$ cat src/rtl/frame_buf_pkg.sv
// Shared definitions for the camera frame-buffer write path: default geometry,
// write-controller state encoding and the frame size helper.
package frame_buf_pkg;

    localparam int DEF_IMAGE_WIDTH  = 160;
    localparam int DEF_IMAGE_HEIGHT = 128;
    localparam int DEF_ADDR_W       = 16;

    typedef enum logic [1:0] {
        ST_IDLE,
        ST_WAIT_SOF,
        ST_WRITE,
        ST_DONE
    } wr_state_t;

    function automatic int frame_pixels(input int width, input int height);
        return width * height;
    endfunction

endpackage

$ cat src/rtl/cdc_sync2.sv
// Two-flop synchroniser for a quasi-static level crossing into Camera_PCLK.
module cdc_sync2 (
    input  logic clk,
    input  logic rst_n,
    input  logic d,
    output logic q
);

    logic meta;

    always_ff @(posedge clk or negedge rst_n) begin
        if (!rst_n) begin
            meta <= 1'b0;
            q    <= 1'b0;
        end else begin
            meta <= d;
            q    <= meta;
        end
    end

endmodule

$ cat src/rtl/frame_wr_ctrl.sv
// Camera pixel stream to frame-buffer write controller. Define FRAME_WR_DOUBLE_BUF_EN
// for ping-pong operation over two frames; otherwise a single buffer at base 0 is used.
module frame_wr_ctrl
    import frame_buf_pkg::*;
#(
    parameter int IMAGE_WIDTH  = DEF_IMAGE_WIDTH,
    parameter int IMAGE_HEIGHT = DEF_IMAGE_HEIGHT,
    parameter int ADDR_W       = DEF_ADDR_W
) (
    input  logic              Camera_PCLK,
    input  logic              rst_n,
    input  logic              init_done,
    input  logic              frame_start,
    input  logic              pix_valid,
    input  logic [15:0]       pix_data,
    input  logic              rd_bank,
    output logic              wr_en,
    output logic [ADDR_W-1:0] wr_addr,
    output logic [15:0]       wr_data,
    output logic              ready_bank,
    output logic              frame_done_tgl,
    output logic              short_err,
    output logic              ovf_err,
    output wr_state_t         state_dbg
);

    localparam int FRAME_PIXELS = frame_pixels(IMAGE_WIDTH, IMAGE_HEIGHT);
    localparam int IDX_W        = $clog2(FRAME_PIXELS);
    localparam logic [IDX_W-1:0] LAST_IDX = IDX_W'(FRAME_PIXELS - 1);

    wr_state_t        state;
    logic [IDX_W-1:0] pix_idx;
    logic             wr_bank;
    logic             new_bank;
    logic             rd_bank_s;

    cdc_sync2 u_rd_bank_sync (
        .clk   (Camera_PCLK),
        .rst_n (rst_n),
        .d     (rd_bank),
        .q     (rd_bank_s)
    );

`ifdef FRAME_WR_DOUBLE_BUF_EN
    // Always fill the bank the display is not reading.
    assign new_bank = ~rd_bank_s;
`else
    logic unused_rd_bank_s;
    assign unused_rd_bank_s = rd_bank_s;
    assign new_bank         = 1'b0;
`endif

    assign state_dbg = state;

    function automatic logic [ADDR_W-1:0] addr_of(input logic bank, input logic [IDX_W-1:0] idx);
        return (bank ? ADDR_W'(FRAME_PIXELS) : '0) + ADDR_W'(idx);
    endfunction

    always_ff @(posedge Camera_PCLK or negedge rst_n) begin
        if (!rst_n) begin
            state          <= ST_IDLE;
            wr_en          <= 1'b0;
            wr_addr        <= '0;
            wr_data        <= '0;
            ready_bank     <= 1'b0;
            frame_done_tgl <= 1'b0;
            short_err      <= 1'b0;
            ovf_err        <= 1'b0;
            pix_idx        <= '0;
            wr_bank        <= 1'b0;
        end else begin
            wr_en <= 1'b0;
            if (!init_done) begin
                state <= ST_IDLE;
            end else begin
                case (state)
                    ST_IDLE: state <= ST_WAIT_SOF;
                    ST_WAIT_SOF: begin
                        if (pix_valid) ovf_err <= 1'b1;
                        if (frame_start) begin
                            state   <= ST_WRITE;
                            pix_idx <= '0;
                            wr_bank <= new_bank;
                        end
                    end
                    ST_WRITE: begin
                        if (frame_start) begin
                            // Restart takes priority; a coincident pixel becomes index 0 of the new frame.
                            short_err <= 1'b1;
                            wr_bank   <= new_bank;
                            pix_idx   <= '0;
                            if (pix_valid) begin
                                wr_en   <= 1'b1;
                                wr_data <= pix_data;
                                wr_addr <= addr_of(new_bank, '0);
                                pix_idx <= IDX_W'(1);
                            end
                        end else if (pix_valid) begin
                            wr_en   <= 1'b1;
                            wr_data <= pix_data;
                            wr_addr <= addr_of(wr_bank, pix_idx);
                            if (pix_idx == LAST_IDX) state <= ST_DONE;
                            else pix_idx <= pix_idx + 1'b1;
                        end
                    end
                    ST_DONE: begin
                        ready_bank     <= wr_bank;
                        frame_done_tgl <= ~frame_done_tgl;
                        if (pix_valid) ovf_err <= 1'b1;
                        if (frame_start) begin
                            state   <= ST_WRITE;
                            pix_idx <= '0;
                            wr_bank <= new_bank;
                        end else begin
                            state <= ST_WAIT_SOF;
                        end
                    end
                    default: state <= ST_IDLE;
                endcase
            end
        end
    end

endmodule
$ cat config.mk
export PLATFORM = sky130hd
export DESIGN_NAME = frame_wr_ctrl
export DESIGN_NICKNAME = d
export VERILOG_FILES = /design/src/rtl/frame_buf_pkg.sv /design/src/rtl/cdc_sync2.sv /design/src/rtl/frame_wr_ctrl.sv
export SDC_FILE = /design/constraint.sdc
export NUM_CORES = 1
export LEC_CHECK = 0
export CAP_MARGIN = 20
export CORE_UTILIZATION = 44
export DETAILED_ROUTE_END_ITERATION = 8
export GPL_TIMING_DRIVEN = 0
export PLACE_DENSITY = 0.76
export REMOVE_ABC_BUFFERS = 1
export SLEW_MARGIN = 20
export SYNTH_ARGS = -nofsm -noshare
export SYNTH_HDL_FRONTEND = slang
export SYNTH_SLANG_ARGS = --single-unit
$ cat constraint.sdc
create_clock -name Camera_PCLK -period 1.9 [get_ports Camera_PCLK]
set_input_delay 0.475 -clock Camera_PCLK [delete_from_list [all_inputs] [get_ports Camera_PCLK]]
set_output_delay 0.475 -clock Camera_PCLK [all_outputs]
set_load 0.02 [all_outputs]
# Word-level counts from Yosys, hierarchy flattened
# Index checks and enable logic that the tools add are counted.
[word_totals]
register_bits = 53
in_bits = 22
[op_classes]
n_eq_ne = 11
n_addsub = 1
n_reduce_logical = 9
muxes = 19
n_bitwise = 1
[ops]
columns = ["cell", "count"]
rows = [
  ["$mux 15", 4],
  ["$mux 16", 3],
  ["$pmux 15 s2", 1],
  ["$ne 3x3->1 const B", 6],
  ["$add 15x1->15 const B", 1],
  ["$eq 15x15->1 const B", 1],
  ["$mux 2", 6],
  ["$reduce_and 3->1", 3],
  ["$pmux 2 s4", 1],
  ["$reduce_and 5->1", 1],
  ["$eq 2x2->1 const B", 2],
  ["$mux 1", 4],
  ["$reduce_and 4->1", 1],
  ["$eq 2x1->1 const B", 1],
  ["$logic_not 2->1", 1],
  ["$ne 2x1->1 const B", 1],
  ["$reduce_and 2->1", 1],
  ["$reduce_bool 2->1", 1],
  ["$reduce_or 2->1", 1],
  ["$not 1->1", 1],
]

# Longest topological paths before layout
[depth]
ltp_word = 6
ltp_mapped = 7
mapped_depth_nobuf = 5

# Worst setup path before layout
# Ideal clock, no wire load.
[synth_path]
path_kind = "register -> register"
from = "register pix_idx[0]"
to = "register pix_idx[14]"
t_required_ns = 1.755
arrival_ns = 1.604
setup_slack_ns = 0.151
setup_time_ns = 0.145
period_less_slack_ns = 1.749
stages_incl_launch_ff = 8
path_buffers = 2
cell_sequence = "dfrtp_1 ha_1 and3_1 buf_4 and4_2 buf_6 o21ai_4 o221ai_2"
[synth_via]
elab_chain_cells = 5
[synth_lines]
columns = ["item", "line", "rtl"]
rows = [
  ["start: declaration", "frame_wr_ctrl.sv:32", "logic [IDX_W-1:0] pix_idx;"],
  ["start signal: assignment", "frame_wr_ctrl.sv:103", "else pix_idx <= pix_idx + 1'b1;"],
  ["$add 15x1->15", "frame_wr_ctrl.sv:103", ""],
  ["$mux 15", "frame_wr_ctrl.sv:102", "if (pix_idx == LAST_IDX) state <= ST_DONE;"],
  ["$mux 15", "frame_wr_ctrl.sv:98", "end else if (pix_valid) begin"],
  ["$mux 15", "frame_wr_ctrl.sv:87", "if (frame_start) begin"],
  ["$pmux 15 s2", "frame_wr_ctrl.sv:76", "case (state)"],
]
# Several ways; a longest one is shown, not always the timed one. The select of a mux whose other input is x is not followed.
# A chain may end at the register's enable or synchronous reset.

# Worst setup path after layout
[layout_path]
from = "input port frame_start"
to = "register pix_idx[13]"
[layout_via]
elab_chain_cells = 2
[layout_lines]
columns = ["item", "line", "rtl"]
rows = [
  ["start: declaration", "frame_wr_ctrl.sv:13", "input logic frame_start,"],
  ["$ne 3x3->1 (no source line) (tied with other cells)", "-", ""],
  ["$reduce_and 5->1 (no source line) or $pmux 15 s2 (tied branches)", "-", ""],
]
# Several ways; a longest one is shown, not always the timed one.

==> results.toml <==
[cells_and_area]
layout-drive-gt1-share_pct = 11.6
nNetsFinal = 332
n_antenna_cell = 0
final_util_pct = 60.9
area_growth_pct = 30.5

[setup_path]
slowest_stage = "dlygate4sd2_1"
rr_worst_depth = 4
cpPeakStageDelay_ns = 0.61
worstPathCellList = "dlygate4sd2_1 > o211ai_1 > a21boi_4 > a211o_1"
path_depth = 4
r2r-end = "pix_idx[14]$_DFFE_PN0P_"
cp_max_fo = 12
cp-start-kind = "primary input"
end_kind = "flop"
ff2ff_setup_slack_ns = 0.10
reg2reg_from = "pix_idx[4]$_DFFE_PN0P_"
cp-endpoint = "pix_idx[13]$_DFFE_PN0P_"
critPathBufInv = 1
critPathArrivalTime_ns = 2.03
cp_top_family = "compound AO/OA/AOI/OAI gates"
critical_path_class = "primary input to flop"
setup.worst_path.start = "frame_start"
required_ns = 2.10

[drt]
totalWireLength_microns = 5680
drt_iter0_drc = 136
vias = 2051
ant_nets = 0
drc = 0
wl_per_cell_microns = 14.9
viasPerCell = 5.40
dr.pass1.iters = 4

[pwr]
vdd_drop_max_mv = 0.742
p_total_mw = 2.69
power.leakage_nw = 1.44
cellPowerDensity_mw_per_mm2 = 844

[clock_network]
clkTransAtPathRegs_ns = 0.09
clk-insertion-delay-late_ns = 0.31
cts_made_buffers = 5
clock_path_buffers = 2
cts_root_buf = "clkbuf_8"
cts.sinks = 52
cts_tree = "built"
cts_htree_levels = 2

[timing]
relSlewSlack_pct = 56.7
max_freq_mhz = 546
worst_pin_slew_ns = 0.649
whs_ns = 0.181
fin_crit_sh_pct = 96.3
fin_ws_ns = 0.0694
slew_violations = 0
fin_skew_ns = 0.00506
period_minus_slack_ns = 1.83
rsz0062_at_grt = "false"
hold_viol = 0
setup_viol = 0

[die]
die-area_sq_mm = 0.00586
die_x_microns = 76.5
start_util_pct = 46.7
die_h_microns = 76.5
rows = 26
core_area_sq_mm = 0.00524
num_io_pins = 61

[logic_synthesis]
synth.ff_latch_count = 52
yosysUniqueCellTypes = 44
synthArstFlopShare_pct = 100
ys_warn_count = 0
synth_ff_type = "dfrtp_1"
synth_seq_area_share_pct = 53.3
synth_edf_count = 0
syn_area_per_cell_sq_um = 9.55
syn-cell-area_sq_mm = 0.00244
postSynthCellCount = 256

[job]
cap_viol_max_count = 0

[min_path]
hp-class = "primary input to asynchronous set/reset pin"

[grt]
grt_antenna_before_repair = 0
grt_pass1_vias = 1846
grt.overflow.total = 0
grt_pass1_wl_microns = 9550
grtUsageTotal_pct = 21.1
grt_max_degree = 53

[placement]
pre_cts_ws_ns = -1.42
dp_hpwl_microns = 3340
gp_congestion = 0.818
port-buffer-count = 57

[run_status]
status = "complete, no violations"
==> cells in the mapped netlist, types with 2 or more instances <==
library cell	n	area (sq um)
buf_4	5	37.5
a31oi_1	10	62.6
dfrtp_1	52	1300
or3_1	2	12.5
nand3_1	6	30.0
and4_2	2	20.0
and4_1	3	26.3
clkbuf_1	4	15.0
a21o_1	2	15.0
buf_2	6	30.0
a31o_2	2	17.5
nand4_1	4	25.0
a21oi_1	4	20.0
and3_1	3	18.8
a41oi_1	2	17.5
buf_6	3	33.8
nor2b_1	3	18.8
nand2_1	86	323
o31ai_1	4	30.0
nor2_1	4	15.0
inv_1	5	18.8
o21ai_0	18	90.1
o211ai_1	4	30.0
a2111oi_2	2	30.0
==> cells by family (layout without fill, tap and decap cells) <==
| group | after synthesis | after routing | synth area share (%) |
|---|---|---|---|
| buffers and inverters | 23 | 74 | 5.53 |
| other | 1 | 2 | 0.153 |
| XOR/XNOR | 1 | 1 | 0.358 |
| multiplexers | 2 | 2 | 0.870 |
| AND/OR/NAND/NOR | 122 | 124 | 23.7 |
| flip-flops | 52 | 52 | 53.3 |
| adder cells (fa/ha/maj) | 1 | 1 | 0.512 |
| AO/OA/AOI/OAI | 54 | 54 | 15.6 |
==> timing repair <==
item / in CTS / in global routing
hold buffers: 0 / 0
gates resized for setup: 13 / 5
pin swaps: 1 / 1
gates cloned: 3 / 0
setup buffers: 3 / 0
setup endpoints to repair: 49 / 23
==> placed cells by master (no fill, tap or decap), drive strengths merged, types with 2 or more instances in the layout <==
cell type / instances
nor2b: 3
a21o: 2
nor2: 4
clkinvlp: 2
nand3: 6
and4: 5
nand4: 5
inv: 4
a31o: 2
dlygate4sd2: 4
o21ai: 19
clkbuf: 6
a2111oi: 2
or3: 2
dfrtp: 52
clkdlybuf4s50: 51
clkinv: 2
and3: 3
nand4b: 3
o31ai: 4
buf: 4
nand2: 87
conb: 2
o211ai: 4
a21oi: 4
a41oi: 2
a31oi: 10
==> stage by stage <==
| step | setup TNS [ns] | cell area [sq um] | std cells |
|---|---|---|---|
| floorplan | -14.51 | 2330 | 239 |
| global placement | -133.48 | 2990 | 366 |
| detailed placement | -41.75 | 3000 | 366 |
| CTS | -0.00139 | 3180 | 380 |
| global route | 0 | 3190 | 380 |
| finish | 0 | 3190 | 380 |
==> metal layers <==
| metal | wire [microns] | share of wire (%) | vias to the layer above | GRT usage [%] |
|---|---|---|---|---|
| met3 | 310 | 5.5 | 8 | 5.27 |
| met4 | 104 | 1.8 | 0 | 7.50 |
| met2 | 2670 | 47 | 64 | 31.3 |
| met5 | 0 | 0 | - | 0 |
| met1 | 2590 | 46 | 981 | 29.8 |
| li1 | - | - | 998 | - |
==> layout make-up <==
| type | instances | area (sq um) |
|---|---|---|
| Clock buffer | 6 | 82.6 |
| Clock inverter | 2 | 10.0 |
| Fill cell | 454 | 2050 |
| Inverter | 5 | 22.5 |
| Multi-Input combinational cell | 184 | 1080 |
| Sequential cell | 52 | 1310 |
| Tap cell | 70 | 87.6 |
| Timing Repair Buffer | 60 | 588 |
| Timing Repair inverter | 1 | 7.51 |
==> worst min path at each step <==
stage | cells past startpoint | end | from | slack (ns)
after CTS | 1 | wr_data[0]$_DFFE_PN0P_ | rst_n | 0.21
final | 1 | wr_data[0]$_DFFE_PN0P_ | rst_n | 0.18
after global routing | 1 | wr_data[0]$_DFFE_PN0P_ | rst_n | 0.23
after global placement | 2 | wr_data[9]$_DFFE_PN0P_ | wr_data[9]$_DFFE_PN0P_ | 0.46
after detailed placement | 1 | ovf_err$_DFFE_PN0P_ | ovf_err$_DFFE_PN0P_ | 0.45
after floorplan | 0 | frame_done_tgl$_DFFE_PN0P_ | rst_n | 0.18
==> sequential cells by signal (all words and copies together), names as in the netlist <==
signal and count:
frame_done_tgl 1, ovf_err 1, pix_idx 15, short_err 1
state_dbg 2, wr_addr 15, wr_data 16, wr_en 1
==> report_power, final <==
group	switching (mW)	total, mW	internal (mW)
clock network	0.357	0.648	0.291
registers	0.0993	1.35	1.25
logic	0.361	0.696	0.334
total	0.817	2.69	1.87
Note: power is estimated with default switching activity, not from simulation.
